<file path="src/rtl/simple_dpi_pkg.sv">
// Shared widths, types and the saturating-add helper for the simple_dpi datapath.
package simple_dpi_pkg;

    localparam int DATA_W  = 8;
    localparam int SHIFT_W = 3;

    typedef logic [DATA_W-1:0] data_t;

    typedef struct packed {
        data_t opt1_f;
        logic  valid;
    } param_t;

    typedef struct packed {
        logic  carry;
        data_t value;
    } sat_res_t;

    // Carry-out of a+b together with the sum clamped to all-ones on carry.
    function automatic sat_res_t sat_add(data_t a, data_t b);
        logic [DATA_W:0] sum;
        sat_res_t        res;
        sum       = {1'b0, a} + {1'b0, b};
        res.carry = sum[DATA_W];
        res.value = sum[DATA_W] ? {DATA_W{1'b1}} : sum[DATA_W-1:0];
        return res;
    endfunction

endpackage

</file>
<file path="src/rtl/simple_dpi_alu.sv">
// Combinational core: unsigned add, saturate, logical right shift and mode select.
module simple_dpi_alu
    import simple_dpi_pkg::*;
(
    input  data_t  a,
    input  data_t  b,
    input  param_t param,
    output data_t  result,
    output logic   carry
);

    sat_res_t sat;
    data_t    wrap;
    logic     shift_oob;

    always_comb begin
        sat       = sat_add(a, b);
        wrap      = a + b;
        carry     = sat.carry;
        // Shift amounts beyond the shifter range flush the result to zero.
        shift_oob = |param.opt1_f[DATA_W-1:SHIFT_W];
        result    = wrap;
        if (param.valid) begin
            if (shift_oob) begin
                result = '0;
            end else begin
                result = sat.value >> param.opt1_f[SHIFT_W-1:0];
            end
        end
    end

endmodule

</file>
<file path="src/rtl/simple_dpi_core.sv">
// Registered add/saturate/shift block. Define SIMPLE_DPI_PARAM_REG_EN to pipeline
// the tunable parameters through shadow registers (parameter latency becomes 2).
module simple_dpi_core
    import simple_dpi_pkg::*;
(
    input  logic              clk,
    input  logic              reset,
    input  logic              clk_enable,
    input  logic [DATA_W-1:0] inputArg1,
    input  logic [DATA_W-1:0] inputArg2,
    input  logic [DATA_W-1:0] param_opt1_f,
    input  logic              param_valid,
    output logic [DATA_W-1:0] outputArg11,
    output logic              overflow
);

    param_t alu_param;
    data_t  alu_result;
    logic   alu_carry;
    data_t  result_reg;
    logic   overflow_reg;

`ifdef SIMPLE_DPI_PARAM_REG_EN
    param_t param_reg;

    always_ff @(posedge clk or negedge reset) begin
        if (!reset) begin
            param_reg <= '0;
        end else if (clk_enable) begin
            param_reg <= '{opt1_f: param_opt1_f, valid: param_valid};
        end
    end

    assign alu_param = param_reg;
`else
    assign alu_param = '{opt1_f: param_opt1_f, valid: param_valid};
`endif

    simple_dpi_alu u_alu (
        .a      (inputArg1),
        .b      (inputArg2),
        .param  (alu_param),
        .result (alu_result),
        .carry  (alu_carry)
    );

    always_ff @(posedge clk or negedge reset) begin
        if (!reset) begin
            result_reg   <= '0;
            overflow_reg <= 1'b0;
        end else if (clk_enable) begin
            result_reg   <= alu_result;
            overflow_reg <= alu_carry;
        end
    end

    assign outputArg11 = result_reg;
    assign overflow    = overflow_reg;

endmodule

</file>
<file path="config.mk">
export PLATFORM = sky130hd
export DESIGN_NAME = simple_dpi_core
export DESIGN_NICKNAME = d
export VERILOG_FILES = /design/src/rtl/simple_dpi_pkg.sv /design/src/rtl/simple_dpi_alu.sv /design/src/rtl/simple_dpi_core.sv
export SDC_FILE = /design/constraint.sdc
export NUM_CORES = 1
export LEC_CHECK = 0
export ABC_AREA = 1
export BUFFER_PORTS_ARGS = -buffer_cell sky130_fd_sc_hd__buf_4
export CELL_PAD_IN_SITES_DETAIL_PLACEMENT = 0
export CELL_PAD_IN_SITES_GLOBAL_PLACEMENT = 2
export CORE_UTILIZATION = 24
export CTS_BUF_LIST = sky130_fd_sc_hd__clkbuf_4
export CTS_CLUSTER_DIAMETER = 80
export DETAILED_ROUTE_END_ITERATION = 12
export GPL_TIMING_DRIVEN = 0
export PLACE_DENSITY_LB_ADDON = 0.15
export SETUP_SLACK_MARGIN = 0.02
export SYNTH_ARGS = -nofsm -noshare
export SYNTH_HDL_FRONTEND = slang
export SYNTH_SLANG_ARGS = --single-unit
</file>
<file path="constraint.sdc">
create_clock -name clk -period 0.8 [get_ports clk]
set_input_delay 0.08 -clock clk [delete_from_list [all_inputs] [get_ports clk]]
set_output_delay 0.08 -clock clk [all_outputs]
set_load 0.02 [all_outputs]
</file>
==> results.yml, run 1 <==
sta:
  tns_ns: -5.79
  max_clock_freq_mhz: 680
  hold_viol: 0
  worst_slack_ns: -0.670
  fin_worst_skew_ns: 0
  setup_viol: 18
  fin_crit_sh_pct: 184
  rsz0062_at_grt: "yes"
  worst_slew_margin_rel_pct: 68.2
  slew_viol_final: 0
  tightest_slew_ns: 0.477
  min_period_ns: 1.47
cells_and_area:
  multiInputGateArea_um2: 1040
  final_cell_mix: "nand2_1, buf_4, inv_1"
  largest_reg_flops: 8
  diodes: 0
  utilization_pct: 43.5
  fill_cells: 495
  drive_gt1_share_pct: 46.3
  final_common_cell: "nand2_1"
  synthToLayoutAreaGrowth_pct: 70.6
  layout.cells.non_filler: 294
  finalNetCount: 280
  regArea_um2: 225
  final_cell_area_um2: 1930
clock_network:
  cts.sink_count: 9
  cts.path.max_buffers: 2
  cts_tree: "done"
  clk_latency_ns: 0.26
  cts-root-buf: "clkbuf_4"
  clkTransAtPathRegs_ns: 0.06
  htreeDepth: 1
  cts_buffers: 3
critical_path:
  critPathCaptureType: "register"
  worst_setup_path_start_kind: "input pin"
  critPathLaunch: "inputArg2[0]"
  path_cells: "buf_6 > ha_4 > fa_2 > nand2_2 > nand2_4 > nand3_4 > nand2_8 > nor2_1 > nand2_1 > o211ai_1 > nand2_1 > inv_2 > a21oi_2"
  critPathMaxStageDelay_ns: 0.35
  r2r-start: "outputArg11[3]"
  cp_top_family: "simple AND/OR/NAND/NOR gates"
  worstPathArrival_ns: 1.62
  critPathSlowestCell: "fa_2"
  crit_required_ns: 0.95
  crit_fanout: 4
  setup.worst_path.class: "in -> reg"
  path_common_cell: "nand2_1"
  worst-path-buf-inv: 2
die:
  dieArea_um2: 5000
  start_util_pct: 25.5
  ios: 37
  die_x_um: 70.7
  rows: 24
  die_h_um: 70.7
  core_area_um2: 4440
yosys:
  synth_cell_types: 23
  syn_inst: 186
  ys_top_cells_by_area: "dfrtp_1, nand2_1, nand3_1, ha_1, inv_1"
  ys_seq_elements: 9
  yosysSeqAreaShare_pct: 19.9
  ys.warnings.count: 0
  yosys.area.top_type: "dfrtp_1"
  synth_top_area_share_pct: 19.9
  synth_area_per_cell_um2: 6.09
  netlist_area_um2: 1130
  synth_fp_nets: 223
route:
  totalWireLength_um: 3450
  num_vias: 1394
  wl_per_cell_um: 11.7
  antenna_left: 0
  drtIter0Drc: 28
  first_pass_iters: 8
  vias_per_cell: 4.74
  drc: 2
hold_path:
  hp-class: "in -> reg"
  hp-start: "clk_enable"
run_status:
  violations: "design-rule violations, negative setup slack"
  status: "finished, violations left"
placement:
  placed_cells: 272
  gp_congestion: 0.779
  port_buffers: 34
  dpl-instance-area_um2: 1480
  dp_hpwl_um: 2680
grt:
  antenna_found_initial: 0
  grt_pass1_wl_um: 5690
  grt_pass1_vias: 1330
  grt_max_degree: 11
  grt_usage_pct: 13.8
  grt-ovfl-total: 0
pwr:
  finalPower_w: 0.00237
  worst_ir_drop_vdd_mv: 0.448
  powerDensity_nw_per_um2: 1220
  cellLeakagePower_nw: 0.954
run:
  maxCapViolations: 0
-- where the power goes --
part           internal [W]  switching (W)  total, W
registers          0.000512      0.0000387  0.000551
clock network      0.000227       0.000164  0.000391
logic              0.000674       0.000751   0.00142
-- metrics by stage --
stage	worst slack [ns]	hold WS (ns)
after CTS	-0.664	0.108
final	-0.670	0.133
after detailed placement	-0.999	-0.0869
after global placement	-1.02	-0.0934
after floorplan	-0.702	-0.216
after global routing	-0.772	0.138
-- cell type report --
class / instances / share of cell area (%)
Buffer: 4 / 1.10
Tap cell: 52 / 3.36
Multi-Input combinational cell: 147 / 54.0
Inverter: 26 / 5.30
Timing Repair Buffer: 51 / 22.4
Sequential cell: 9 / 11.6
Timing Repair inverter: 1 / 0.582
Clock buffer: 4 / 1.55
-- worst reg2reg max path, delay by kind of cell (launching register included) --
family,cells,cell delay (ns)
DFF,1,0.38
AOI/OAI and AO/OA,1,0.04
buffers and inverters,1,0.13
and+or+nand+nor,1,0.11
-- cells in the mapped netlist --
master,n
ha_1,8
nand3_1,25
a21oi_1,12
dfrtp_1,9
inv_2,1
nor2_1,18
nor3_1,1
buf_4,1
nand3_2,4
a21oi_2,2
o21ai_0,4
clkbuf_1,1
nand2_2,11
inv_4,1
o211ai_1,2
nand3b_1,3
a31oi_1,2
inv_1,24
nand2_1,51
fa_1,1
buf_2,2
xnor2_1,1
nand4_1,2
-- kinds of logic (layout without fill, tap and decap cells) --
logic type / Yosys count / count (layout) / share of synthesized area, %
DFF: 9 / 9 / 19.9
xor gates and xnor gates: 1 / 1 / 0.773
adders and majority gates: 9 / 9 / 10.6
AOI/OAI and AO/OA: 22 / 22 / 11.0
buffers and inverters: 30 / 86 / 10.7
and+or+nand+nor: 115 / 115 / 47.0
-- repair_timing --
item                                    4_1_cts  5_1_grt
cloned                                        1        0
setup buffers                                11        5
hold endpoints to repair                      9        0
hold buffers                                  1        0
pin swaps                                    10       19
endpoints found under the setup margin       18       18
gates resized for setup                      26       35
-- path summary, 6_finish.rpt --
path	end	slack (ns)	cells after the start
max	outputArg11[0]	-0.67	13
min	outputArg11[3]	0.13	4
max reg2reg	outputArg11[3]	0.02	3
min reg2reg	overflow	0.52	2
max in group asynchronous	outputArg11[5]	0.49	2
min in group asynchronous	outputArg11[4]	0.17	2
-- per-layer routing --
metal  global-route usage [%]  wire [um]
met4                     2.67          0
met3                     2.99         99
met2                     21.9       1640
met1                     19.5       1710
met5                        0          0
Power figures use the tool's default switching activity.
==> run 2: changes to the inputs <==
CORE_UTILIZATION = 23   (was 24)
SYNTH_HIERARCHICAL = 1   (was default)
==> results.yml, run 2 <==
route:
  wl_per_cell_um: 10.6
  num_vias: 1326
  drtIter0Drc: 64
  drc: 0
  totalWireLength_um: 3270
  first_pass_iters: 4
  antenna_left: 0
  vias_per_cell: 4.32
pwr:
  worst_ir_drop_vdd_mv: 0.376
  power.net_switching_w: 0.000827
  power_frac_seq_pct: 25.8
  p_int_w: 0.00131
  clock_power_share_pct: 17.7
  cellLeakagePower_nw: 0.942
  finalPower_w: 0.00214
  p_comb_share_pct: 56.5
  powerDensity_nw_per_um2: 1230
  swShare_pct: 38.7
cells_and_area:
  diodes: 0
  synthToLayoutAreaGrowth_pct: 53.4
  final_cell_mix: "nand2_1, buf_4, nand3_1"
  drive_gt1_share_pct: 34.2
  fill_cells: 523
  utilization_pct: 36.7
  final_cell_area_um2: 1740
  largest_reg_flops: 8
  finalNetCount: 278
  final_common_cell: "nand2_1"
  regArea_um2: 225
  multiInputGateArea_um2: 883
die:
  start_util_pct: 23.9
  die_h_um: 72.1
  dieArea_um2: 5200
  die_x_um: 72.1
  rows: 25
  ios: 37
  core_area_um2: 4720
placement:
  dpl-instance-area_um2: 1500
  gp_congestion: 0.748
  port_buffers: 34
  dp_hpwl_um: 2620
run_status:
  violations: "negative setup slack"
  status: "finished, violations left"
critical_path:
  ff2ff_path_depth: 3
  crit_required_ns: 0.95
  worstPathArrival_ns: 1.78
  r2r-start: "outputArg11[4]"
  crit_fanout: 5
  worstReg2RegEnd: "outputArg11[4]"
  setup.worst_path.class: "in -> reg"
  reg2reg_slack_ns: 0.06
  critPathCaptureType: "register"
  worst_setup_path_start_kind: "input pin"
sta:
  tns_ns: -7.28
  min_period_ns: 1.64
  fin_crit_sh_pct: 204
  slew_viol_final: 0
  rsz0062_at_grt: "yes"
  worst_slew_margin_rel_pct: 80.8
  tightest_slew_ns: 0.286
  fin_worst_skew_ns: 0
  worst_slack_ns: -0.836
  setup_viol: 18
  hold_viol: 0
  max_clock_freq_mhz: 611
  holdWs_ns: 0.0730
grt:
  grt_max_degree: 11
  antenna_found_initial: 0
  grt_pass1_vias: 1285
  grt_usage_pct: 13.4
  grt_pass1_wl_um: 5610
  grt-ovfl-total: 0
yosys:
  syn_inst: 189
  ys.warnings.count: 6
  netlist_area_um2: 1130
  ys.flop_type: "dfrtp_1"
  yosysSeqAreaShare_pct: 19.9
  synth_edf_count: 0
  synth_top_area_share_pct: 26.9
  synthArstFlopShare_pct: 100
  synth_fp_nets: 226
  synth_area_per_cell_um2: 5.98
  ys_top_cells_by_area: "nand2_1, dfrtp_1, nand3_1, ha_1, inv_1"
  yosys.area.top_type: "nand2_1"
  yosys-top-cells-count: "nand2_1, nand3_1, inv_1, nor2_1, dfrtp_1"
  synth_cell_types: 28
  synth_most_common_cell: "nand2_1"
  ys_seq_elements: 9
clock_network:
  cts.sink_count: 9
  cts_buffers: 3
  cts_tree: "done"
  clkTransAtPathRegs_ns: 0.06
  cts.path.max_buffers: 2
  htreeDepth: 1
  cts-root-buf: "clkbuf_4"
  clk_latency_ns: 0.25
hold_path:
  whs_path_depth: 3
  hp-class: "in -> reg"
  hold_end: "overflow"
  hp-start: "clk_enable"
run:
  maxCapViolations: 0
[run 2: changes by cell type in the layout (fill, tap and decap cells not counted), sizes merged, moves of 2 or more]
cell,delta
nand4,-2
a31oi,-2
nand2,+22
nor2,-4
or2,+2
buf,-4
o211ai,-2
o22ai,+2
inv,-6
a21oi,-10
[run 2: metrics by stage]
step / setup slack, ns / std cells
6_report: -0.836 / 307
5_1_grt: -0.984 / 307
4_1_cts: -0.825 / 304
3_5_place_dp: -1.20 / 290
3_3_place_gp: -1.24 / 290
2_1_floorplan: -0.859 / 189
[run 2: area by class of cell]
cell class                 count  area share, %
multi-input combinational    155           50.9
timing repair buffer          47           23.1
sequential                     9           13.0
inverter                      22           4.90
tap                           67           4.83
clock buffer                   4           1.73
buffer                         3           1.59
[run 2: power by group through the flow]
| stage | Clock, W | Sequential (W) | Combinational (W) |
|---|---|---|---|
| after floorplan | 0 | 0.000620 | 0.000573 |
| after global placement | 0 | 0.000547 | 0.000996 |
| after detailed placement | 0 | 0.000551 | 0.000996 |
| after CTS | 0.000385 | 0.000553 | 0.00116 |
| after global routing | 0.000419 | 0.000557 | 0.00135 |
| final | 0.000378 | 0.000552 | 0.00121 |
[run 2: how the worst max path moves through the flow]
stage,slack [ns],endpoint,startpoint
3_5_place_dp,-1.20,outputArg11[0],inputArg1[0]
3_3_place_gp,-1.24,outputArg11[0],inputArg1[0]
5_1_grt,-0.98,outputArg11[1],inputArg2[0]
2_1_floorplan,-0.86,outputArg11[0],inputArg1[0]
6_report,-0.84,outputArg11[4],inputArg2[0]
4_1_cts,-0.82,outputArg11[0],inputArg2[0]
[run 2: cell families after synthesis]
group / synth area share (%)
compound gates: 6.19
flops: 19.9
xor+xnor: 0.774
buf+inv: 9.96
simple gates: 52.5
fa+ha+maj: 10.6
[run 2: critical path, cell delays in order]
cell     delay (ns)
buf_6          0.09
ha_4           0.15
fa_2           0.37
nand2_2        0.10
nand2_4        0.06
nand2_4        0.07
nor2_4         0.04
nor2_4         0.12
buf_6          0.15
nand3_1        0.11
nand2_1        0.08
nand2_1        0.07
nand3_1        0.09
o21ai_1        0.08
nand2_1        0.07
nand2_1        0.05
[run 2: per-layer routing]
metal	track usage, %	part of all wire (%)	routed length, um
met1	18.7	50	1640
met3	1.25	3.2	104
met5	0	0	0
met4	3.92	0.98	32
met2	21.8	46	1490
[run 2: repair_timing]
item | 4_1_cts | 5_1_grt
hold endpoints to repair | 9 | 0
gates cloned | 1 | 0
gates resized for setup | 19 | 8
setup endpoints to repair | 18 | 18
pin swaps | 11 | 1
buffers inserted | 8 | 4
hold buffers | 1 | 0
